`config.mk`:
```
export PLATFORM = sky130hd
export DESIGN_NAME = intc_flat
export DESIGN_NICKNAME = d
export VERILOG_FILES = /design/src/rtl/intc_if.sv /design/src/rtl/intc.sv /design/src/flat_wrapper.sv
export SDC_FILE = /design/constraint.sdc
export NUM_CORES = 1
export LEC_CHECK = 0
export ABC_AREA = 1
export CORE_MARGIN = 4
export CORE_UTILIZATION = 39
export CTS_CLUSTER_SIZE = 12
export DETAILED_ROUTE_END_ITERATION = 7
export GPL_TIMING_DRIVEN = 0
export PLACE_DENSITY = 0.8
export SLEW_MARGIN = 20
export SYNTH_ARGS = -nofsm -noshare
export SYNTH_HDL_FRONTEND = slang
export SYNTH_SLANG_ARGS = --single-unit
export TNS_END_PERCENT = 20
```
`constraint.sdc`:
```
create_clock -name clk -period 1.3 [get_ports clk]
set_input_delay 0.195 -clock clk [delete_from_list [all_inputs] [get_ports clk]]
set_output_delay 0.195 -clock clk [all_outputs]
set_load 0.1 [all_outputs]
```
`src/rtl/intc_if.sv`:
```
// Bridge-side register bus for the interrupt controller: word select, write strobe and data.
// rdata is combinational from the slave. There is no backpressure; every access completes in its own cycle.
interface intc_if;
  logic [1:0]  addr;
  logic        we;
  logic [31:0] wdata;
  logic [31:0] rdata;

  modport master (output addr, output we, output wdata, input rdata);
  modport slave  (input addr, input we, input wdata, output rdata);
endinterface

```
`src/rtl/intc.sv`:
```
// Edge-latching interrupt controller: pending/mask/GIE, fixed priority (bit 0 highest), one request per handler.
// IntReq rises 2 edges after a sampled edge. There is no backpressure; writes, EXLSet and EXLClr take effect in their cycle.
module intc #(
  parameter int N_SRC = 6
) (
  input  logic             clk,
  input  logic             rst,
  input  logic [N_SRC-1:0] dev_irq,
  intc_if.slave            bus,
  input  logic             EXLSet,
  input  logic             EXLClr,
  output logic             IntReq
);

  typedef enum logic [1:0] {IDLE, REQ, SVC} state_t;

  state_t           state_q, state_d;
  logic [N_SRC-1:0] pend_q, mask_q, irq_prev_q;
  logic             gie_q;
  logic [2:0]       cur_id_q;
  logic             cur_valid_q;

  logic [N_SRC-1:0] rise, active, w1c, ack_clr, pend_d;
  logic             any_act, ack, exc_entry;
  logic [2:0]       id;

  assign rise    = dev_irq & ~irq_prev_q;
  assign active  = pend_q & mask_q;
  assign any_act = gie_q & (|active);

  // Scanning downward leaves the lowest set index, which has the highest priority.
  always_comb begin
    id = 3'd0;
    for (int i = N_SRC - 1; i >= 0; i--) begin
      if (active[i]) id = 3'(i);
    end
  end

  always_comb begin
    state_d   = state_q;
    ack       = 1'b0;
    exc_entry = 1'b0;
    case (state_q)
      IDLE: begin
        if (EXLSet) begin
          state_d   = SVC;
          exc_entry = 1'b1;
        end else if (any_act) begin
          state_d = REQ;
        end
      end
      REQ: begin
        if (EXLSet) begin
          state_d = SVC;
          ack     = 1'b1;
        end else if (!any_act) begin
          state_d = IDLE;
        end
      end
      SVC: begin
        if (EXLClr) state_d = IDLE;
      end
      default: state_d = IDLE;
    endcase
  end

  always_comb begin
    ack_clr = '0;
    for (int i = 0; i < N_SRC; i++) begin
      ack_clr[i] = ack && (id == 3'(i));
    end
  end

  assign w1c = (bus.we && bus.addr == 2'd0) ? bus.wdata[N_SRC-1:0] : '0;
  // A rise in the same cycle as a clear keeps the bit set.
  assign pend_d = (pend_q & ~(w1c | ack_clr)) | rise;

  always_ff @(posedge clk or posedge rst) begin
    if (rst) begin
      state_q     <= IDLE;
      IntReq      <= 1'b0;
      pend_q      <= '0;
      mask_q      <= '0;
      gie_q       <= 1'b0;
      irq_prev_q  <= '0;
      cur_id_q    <= 3'd0;
      cur_valid_q <= 1'b0;
    end else begin
      state_q    <= state_d;
      IntReq     <= (state_d == REQ);
      pend_q     <= pend_d;
      irq_prev_q <= dev_irq;
      if (bus.we && bus.addr == 2'd1) mask_q <= bus.wdata[N_SRC-1:0];
      if (bus.we && bus.addr == 2'd2) gie_q  <= bus.wdata[0];
      if (ack) begin
        cur_id_q    <= id;
        cur_valid_q <= 1'b1;
      end else if (exc_entry) begin
        cur_valid_q <= 1'b0;
      end
    end
  end

  always_comb begin
    bus.rdata = '0;
    case (bus.addr)
      2'd0: bus.rdata[N_SRC-1:0] = pend_q;
      2'd1: bus.rdata[N_SRC-1:0] = mask_q;
      2'd2: bus.rdata[0]         = gie_q;
      default: begin
        bus.rdata[31]  = cur_valid_q;
        bus.rdata[2:0] = cur_id_q;
      end
    endcase
  end

endmodule

```
`src/flat_wrapper.sv`:
```
// flat-port wrapper written by rule: the top's interface ports become plain ports
module intc_flat 
#(
  parameter int N_SRC = 6
)
  (clk, rst, dev_irq, EXLSet, EXLClr, IntReq, bus_addr, bus_we, bus_wdata, bus_rdata);
  intc_if bus_i ();
  input  logic clk;
  input  logic rst;
  input  logic [N_SRC-1:0] dev_irq;
  input  logic EXLSet;
  input  logic EXLClr;
  output logic IntReq;
  input wire logic [$bits(bus_i.addr)-1:0] bus_addr;
  input wire logic [$bits(bus_i.we)-1:0] bus_we;
  input wire logic [$bits(bus_i.wdata)-1:0] bus_wdata;
  output wire logic [$bits(bus_i.rdata)-1:0] bus_rdata;
  assign bus_i.addr = bus_addr;
  assign bus_i.we = bus_we;
  assign bus_i.wdata = bus_wdata;
  assign bus_rdata = bus_i.rdata;
  intc #(.N_SRC(N_SRC)) u_core (.clk(clk), .rst(rst), .dev_irq(dev_irq), .bus(bus_i), .EXLSet(EXLSet), .EXLClr(EXLClr), .IntReq(IntReq));
endmodule
```
---- Word level (Yosys, flattened, before mapping) ----
Index checks and enable logic that the tools add are counted.
word-level totals
  flip-flop bits (word level) ............. 26
  latch bits .............................. 0
  RAM bits ................................ 0
  bits in read-only memories .............. 0
  bits of input ports ..................... 45
  output and inout bits ................... 33
  word-level logic and storage cells ...... 63
  memories kept ........................... 0
cells by class
  add/subtract/negate cells ............... 0
  multipliers ............................. 0
  div/mod/pow operators ................... 0
  $lt $le $gt $ge ......................... 0
  equality and inequality tests ........... 10
  shift operators ......................... 0
  multiplexer cells ....................... 22
  bitwise gates (word level) .............. 8
  reduce and logical (&&, ||, !) cells .... 15
operators by type and width
  cell                number
  $and 6x6->6         3
  $mux 3              6
  $not 6->6           2
  $or 6x6->6          2
  $pmux 2 s3          2
  $mux 2              5
  $logic_and 1x1->1   9
  $eq 2x1->1 const B  3
  $eq 3x2->1 const B  2
  $eq 3x3->1 const B  2
  $mux 1              6
  $mux 6              1
  $pmux 3 s2          1
  $reduce_or 6->1     1
  $eq 2x2->1 const B  2
  $logic_not 2->1     2
  $eq 3x1->1 const B  1
  $logic_not 3->1     1
  $pmux 1 s3          1
  $reduce_or 3->1     1
  $reduce_bool 2->1   1
  $and 1x1->1         1

---- Depth between registers and ports, before layout ----
Gate-level depths: netlist (run 1).
  depth after elaboration ................. 13
  gate-level depth with buffers ........... 10
  mapped depth without buffers ............ 10

---- Least setup slack after synthesis (run 1) ----
No wires, ideal clock.
  path type ............................... register -> output
  start ................................... register u_core.cur_id_q[1]
  end ..................................... output bus_rdata[1]
  data arrival time ....................... 1831 ps
  data required time ...................... 1105 ps
  path slack .............................. -726 ps
  cell stages (with the launch flop) ...... 3
  buffers on the path ..................... 0
  path through ............................ dfrtp_1 -> inv_1 -> o211ai_1
on the way
  longest elaborated chain between the ends .. 1
RTL lines
  element                 line                RTL
  from (decl)             intc.sv:20          logic [2:0] cur_id_q;
  from (signal assigned)  intc.sv:96          cur_id_q <= id;
  $pmux 2 s3              intc.sv:106         case (bus.addr)
  to (decl)               flat_wrapper.sv:17  output wire logic [$bits(bus_i.rdata)-1:0] bus_rdata;
No other way between the ends.

---- Worst setup path in the final report (run 1) ----
Ends and elaborated chain as after synthesis.

==> results of run 1 <==
-- layout make-up --
type / instances / area [µm²] / area share (%)
tap: 46 / 57.6 / 2.88
clock buffer: 3 / 41.3 / 2.07
multi-input combinational: 125 / 626 / 31.3
timing repair buffer: 28 / 298 / 14.9
inverter: 25 / 93.8 / 4.70
sequential: 26 / 651 / 32.6
buffer: 26 / 199 / 9.97
clock inverter: 1 / 30.0 / 1.50
-- worst max-delay path, stage by stage, from the launching register on --
cell	delay, ns
dfrtp_1	0.36
inv_1	0.05
o211ai_1	0.21
buf_6	0.26
-- state kept, by name, indices dropped and copies added, names as in the netlist --
name                count
u_core.IntReq           1
u_core.cur_id_q         3
u_core.cur_valid_q      1
u_core.gie_q            1
u_core.irq_prev_q       6
u_core.mask_q           6
u_core.pend_q           6
u_core.state_q          2
-- where the power goes --
part           leakage (nW)  internal (W)  total, W  switching (W)
logic                 0.731      0.000308   0.00114       0.000837
clock network        0.0357      0.000412  0.000666       0.000254
registers             0.307      0.000920  0.000989      0.0000689
total                  1.07       0.00164   0.00280        0.00116
-- layer usage --
layer	vias to the layer above	track usage [%]	part of all wire, %
met5	-	0	0
met4	0	1.95	0.51
met3	2	4.07	7.4
met2	31	20.4	49
met1	508	14.8	43
li1	622	-	-
-- kinds of logic (layout without fill, tap and decap cells) --
logic type      Yosys count  after routing
compound gates           21             21
buf+inv                  51             83
flops                    26             26
mux                       1              1
other cells               1             25
simple gates             78             78
-- metrics by stage --
stage / TNS (ns) / cell area, µm²
after floorplan: -1.63 / 1540
after global placement: -15.11 / 1860
after detailed placement: -16.00 / 1860
after CTS: -0.120 / 1960
after global routing: -0.755 / 2000
final: -0.0805 / 2000
-- path summary, 6_finish.rpt --
check                                                 end                           start  slack, ns  depth (start not counted)
max in group asynchronous    u_core.mask_q[3]$_DFFE_PP0P_                             rst       0.56                          2
min in group clk           u_core.irq_prev_q[5]$_DFF_PP0_                      dev_irq[5]       0.38                          1
min reg2reg                    u_core.pend_q[1]$_DFF_PP0_  u_core.irq_prev_q[1]$_DFF_PP0_       0.48                          3
min                        u_core.irq_prev_q[2]$_DFF_PP0_                             rst       0.31                          2
max reg2reg                    u_core.pend_q[4]$_DFF_PP0_      u_core.pend_q[0]$_DFF_PP0_          0                          8
max                                          bus_rdata[1]  u_core.cur_id_q[1]$_DFFE_PP0P_      -0.04                          3
-- what timing repair did --
action,in CTS,in global routing
setup buffers,2,0
pin swaps,3,3
hold endpoints to repair,0,0
resized for setup,61,11
gates cloned,0,0
setup endpoints to repair,12,14
hold buffers,0,0
-- layout by cell type (no fill, tap or decap) --
| cell type | synthesis | routed |
|---|---|---|
| nor2_2 | 2 | 2 |
| o21ai_0 | 7 | 7 |
| buf_2 | 0 | 1 |
| o31ai_1 | 1 | 1 |
| bufinv_16 | 0 | 1 |
| mux2_4 | 1 | 1 |
| buf_8 | 0 | 2 |
| nand3_1 | 7 | 6 |
| nand2_1 | 55 | 53 |
| clkbuf_8 | 0 | 3 |
| nand4_1 | 3 | 3 |
| nor2_1 | 4 | 3 |
| buf_6 | 1 | 5 |
| a21oi_2 | 1 | 2 |
| o21ai_1 | 2 | 2 |
| o211ai_1 | 1 | 1 |
| clkdlybuf4s15_2 | 0 | 2 |
| inv_2 | 1 | 2 |
| clkdlybuf4s50_1 | 0 | 16 |
| a311oi_1 | 2 | 2 |
| inv_1 | 24 | 22 |
| clkinv_1 | 0 | 1 |
| buf_4 | 25 | 27 |
| o21ai_2 | 4 | 4 |
| buf_12 | 0 | 1 |
| nor2_4 | 2 | 3 |
| nand2_2 | 4 | 5 |
| nand3_2 | 0 | 1 |
| a22o_1 | 2 | 2 |
| conb_1 | 1 | 25 |
| dfrtp_1 | 26 | 26 |
| nand2_4 | 1 | 2 |
==> results by group, run 1 <==
Status
  – Outcome: finished, violations left
  – Failing checks: negative setup slack

Die
  – IO Pins: between 70 and 80
  – Die Width: about 70 µm
  – Die span in y: 69.0 µm
  – Die area: between 4000 and 5000 µm²
  – Initial Utilization: 41.9%
  – CORE AREA: ~3500 µm²
  – Standard-cell rows: 21

Final layout
  – Number of diodes: 0
  – Fraction of layout cells with a size suffix above 1: 27.4%
  – Nets: between 200 and 300
  – Synthesis-to-layout area growth: 37.4%
  – Non-Filler Instances: 280
  – Final core utilization: 57.5%
  – FILL cells: between 300 and 400

Synthesis
  – Synth cell types: 24
  – Mean Syn Cell Area: 8.16 µm²
  – Cell Area, Synth: about 1500 µm²
  – Fraction of registers with async set/reset: between 90% and 100%
  – Post-synthesis sequential area ratio: about 45%
  – Post-synth top flop: dfrtp_1
  – Xor and xnor fraction of the mapped netlist area: 0%
  – Most frequent cell after synthesis: nand2_1
  – Synth cell count leaders: 55 x nand2_1, 26 x dfrtp_1, 25 x buf_4, 24 x inv_1
  – Leading area contributor after synthesis: dfrtp_1
  – Top post-synthesis cells by area: dfrtp_1 45%, nand2_1 14%, buf_4 13%, inv_1 6.2%, nand3_1 2.4%
  – Top cell type's share of synthesized area: between 40% and 50%
  – Post-synth EDFFs: 0
  – Compound-Gate Fraction of Synth Area: about 9.9%
  – Seq cells post-synth: 26
  – Largest family of logic cells by synthesized area: simple AND/OR/NAND/NOR gates
  – Mux share of post-synthesis cell area: 1.03%
  – Synth Warn #: 0
  – Post-Synth Simple-Gate Area: a little under a quarter
  – Adder-Cell Fraction of Synth Area: 0%
  – Synth Instances: between 150 and 200

Route
  – Vias/cell: approximately 4.2
  – Final wirelength: ~2800 µm
  – DR iter-0 viols: 39
  – Drc violations: 0
  – Final ANT Viol Nets: 0
  – Total number of vias: between 1000 and 1500
  – Pre-antenna DRT Iters: 4
  – WL per Instance: roughly 9.9 µm

Power
  – Pwr/cell area: roughly 1400 nW/µm²
  – Peak supply drop: approximately 1.0 mV
  – Pleak: between 1 and 1.5 nW
  – Total power draw: about 0.0028 W

Clock tree
  – H-Tree Depth: 1
  – Number of CTS-inserted buffers: 3
  – Clock Tree Root: clkbuf_8
  – Clock latency on the worst-skew pair: 0.27 ns
  – CTS tree: yes
  – Clock slew at reported path FFs: around 0.090 ns
  – Clock Sinks: 26
  – CTS max path bufs: 2

Worst setup path
  – Crit path max fanout: 2
  – Crit path required time: around 1.1 ns
  – CP Launch Type: flop
  – CP endpoint kind: output port
  – Critical path class: reg -> out
  – Crit path arrival time: 1.15 ns

Hold path
  – Hold Crit Class: in -> async

Timing
  – Post-layout minimum cycle time: ~1.3 ns
  – Final setup vio count: 3
  – Clock skew: ~0.0077 ns
  – Worst slew pin tran: approximately 0.92 ns
  – Post-route setup slack: -0.0439 ns
  – Endpoints failing hold: 0
  – Relative slew slack: roughly two fifths
  – RSZ-0062 raised after global routing: true
  – Max Slew Vio Count: 0
  – Max Fclk: 744 MHz
  – Post-route clock period utilization: 103%
  – Hold WS: around 0.3 ns

Place
  – Final Wtd Congestion: just over 0.9
  – Pre-CTS setup slack: -1.33 ns
  – Dpl cells: about 270
  – PortBufs: 26
  – Dpl hpwl: about 2200 µm

Global route
  – Vias in the first global route: ~1000
  – First-pass GRT wire length: around 4700 µm
  – Grt total ovfl: 0
  – Initial antenna violation count: 0
  – GRT Total Usage: 12.0%
  – Largest net degree at the start of global routing: 27

Run
  – MaxCap Viol Count: 0
Note: power is estimated with default switching activity, not from simulation.
==> run 2: changes to the inputs <==
--- a/config.mk
+++ b/config.mk
@@ -6,6 +6,7 @@
 export NUM_CORES = 1
 export LEC_CHECK = 0
 export ABC_AREA = 1
+export CORE_ASPECT_RATIO = 1.5
 export CORE_MARGIN = 4
 export CORE_UTILIZATION = 39
 export CTS_CLUSTER_SIZE = 12
==> results by group, run 2 (synthesis gave the netlist of run 1 again) <==
Power
  – Total power draw: approximately 0.0027 W
  – Pwr/cell area: 1350 nW/µm²
  – Sw Ratio: 43.5%
  – Flop pwr share: a little under two fifths
  – Clock share of power: 19.4%
  – Sw Pwr: roughly 0.0012 W
  – Logic pwr share: 43.6%
  – Peak supply drop: slightly below 0.7 mV
  – Int Power: approximately 0.0015 W
  – Pleak: 1.07 nW

Die
  – Die area: 4790 µm²
  – Standard-cell rows: 26
  – Die span in y: 82.7 µm
  – Die Width: between 50 and 60 µm
  – Initial Utilization: around 41%
  – CORE AREA: ~3500 µm²
  – IO Pins: between 70 and 80

Worst setup path
  – Crit path max fanout: 3
  – CP Cell Sequence: buf_4, nand2_1, nand4_1, buf_6
  – Crit path arrival time: ~1.2 ns
  – Largest stage delay, worst path: ~0.42 ns
  – CP Launch Type: flop
  – CP endpoint kind: output port
  – Critical path class: reg -> out
  – FF-to-FF setup slack: approximately 0.02 ns
  – Crit path required time: approximately 1.1 ns
  – Max stage delay cell, worst path: dfrtp_1

Clock tree
  – Post-CTS Hold Buffers: 0
  – Clock latency on the worst-skew pair: ~0.27 ns
  – Number of CTS-inserted buffers: 3
  – Clock slew at reported path FFs: approximately 0.080 ns
  – Clock Sinks: 26
  – H-Tree Depth: 1
  – CTS max path bufs: 2
  – Clock Tree Root: clkbuf_8
  – CTS tree: yes

Global route
  – First-pass GRT wire length: around 4700 µm
  – Vias in the first global route: roughly 1200
  – Grt total ovfl: 0
  – Largest net degree at the start of global routing: 27
  – GRT Total Usage: about an eighth
  – Initial antenna violation count: 0

Final layout
  – Final core utilization: a little under three fifths
  – Nets: 281
  – Commonest non-fill, non-tap cell in the layout: nand2_1
  – Synthesis-to-layout area growth: 36.3%
  – FILL cells: 341
  – Commonest cells after routing, fill and taps aside: 49 x nand2_1, 28 x buf_4, 26 x dfrtp_1
  – Top Registers: u_core.irq_prev_q (6), u_core.mask_q (6), u_core.pend_q (6)
  – Number of diodes: 0
  – Fraction of layout cells with a size suffix above 1: 28.1%

Timing
  – Clock skew: 0.00279 ns
  – Max Slew Vio Count: 0
  – Worst slew pin tran: 0.963 ns
  – Post-layout minimum cycle time: approximately 1.4 ns
  – Max Fclk: between 700 and 800 MHz
  – Post-route setup slack: -0.0614 ns
  – Endpoints failing hold: 0
  – RSZ-0062 raised after global routing: true
  – Relative slew slack: 35.8%
  – Post-route clock period utilization: 105%
  – Final setup vio count: 4

Route
  – Drc violations: 0
  – WL per Instance: about 11 µm
  – Top sig layer: met4
  – Final wirelength: just under 3000 µm
  – DR iter-0 viols: 25
  – Wl on met1: between 1000 and 1500 µm
  – Final ANT Viol Nets: 0
  – Total number of vias: 1216
  – Pre-antenna DRT Iters: 6
  – Vias/cell: between 4 and 5
  – DR WL met2: roughly 1500 µm
  – Met3 wire len: 214 µm

Run
  – MaxCap Viol Count: 0

Place
  – Dpl hpwl: 2310 µm
  – Final Wtd Congestion: about 0.9
  – PortBufs: 26

Status
  – Failing checks: negative setup slack
  – Outcome: finished, violations left

Hold path
  – Hold Crit Class: in -> reg
==> run 2: changes by cell type in the layout (fill, tap and decap cells not counted), moves of 2 or more <==
cell,delta
nand2_1,-4
nor2_2,-2
inv_1,+2
nand2_2,+5
buf_8,-2
==> run 2: critical path: cells and delay by family, from the launching register on <==
kind,cells,cell delay [ns]
simple gates,2,0.13
buf+inv,2,0.34
flops,1,0.42
==> run 2: area by class of cell <==
type                    instances  area (µm²)  area share (%)
plain buffers                  26         199            10.0
clock buffers                   4        55.1            2.78
inverters                      25        93.8            4.74
multi-input cells             125         629            31.8
flip-flops and latches         26         651            32.8
well taps                      42        52.6            2.65
repair buffers                 29         300            15.2
==> run 2: metrics by stage <==
stage | cell area [µm²] | setup TNS, ns | std cells | setup slack [ns] | hold WS, ns
floorplan | 1540 | -1.63 | 202 | -0.712 | 0.226
global placement | 1860 | -14.78 | 270 | -1.28 | 0.460
detailed placement | 1860 | -15.47 | 270 | -1.30 | 0.469
CTS | 1910 | -0.0733 | 274 | -0.0380 | 0.296
global route | 1980 | -0.862 | 277 | -0.119 | 0.332
finish | 1980 | -0.115 | 277 | -0.0614 | 0.297
==> run 2: power groups by stage <==
| stage | registers, W | clock network, W | logic (W) |
|---|---|---|---|
| CTS | 0.000990 | 0.000535 | 0.00110 |
| finish | 0.000992 | 0.000518 | 0.00117 |
| global route | 0.00101 | 0.000567 | 0.00124 |
| global placement | 0.00100 | 0 | 0.00107 |
| detailed placement | 0.00101 | 0 | 0.00108 |
| floorplan | 0.00101 | 0 | 0.000881 |
==> run 2: worst paths after layout <==
kind | from | endpoint | cells past startpoint
worst max-delay path | u_core.mask_q[0]$_DFFE_PP0P_ | bus_rdata[0] | 4
worst min-delay path | bus_addr[0] | u_core.gie_q$_DFFE_PP0P_ | 4
worst max register to register | u_core.state_q[1]$_DFF_PP0_ | u_core.pend_q[0]$_DFF_PP0_ | 8
worst min register to register | u_core.irq_prev_q[4]$_DFF_PP0_ | u_core.pend_q[4]$_DFF_PP0_ | 3
max in group asynchronous | rst | u_core.mask_q[2]$_DFFE_PP0P_ | 2
min in group asynchronous | rst | u_core.pend_q[1]$_DFF_PP0_ | 2
==> run 2: what timing repair did <==
action / in CTS / in global routing
cloned: 0 / 0
setup buffers: 0 / 3
pin swaps: 3 / 5
endpoints found under the setup margin: 14 / 13
resized for setup: 61 / 13
==> run 2: per-layer routing <==
layer | vias to the layer above | track usage [%]
met5 | - | 0
met4 | 0 | 12.1
met3 | 13 | 1.87
met2 | 51 | 23.3
met1 | 532 | 12.4
li1 | 620 | -
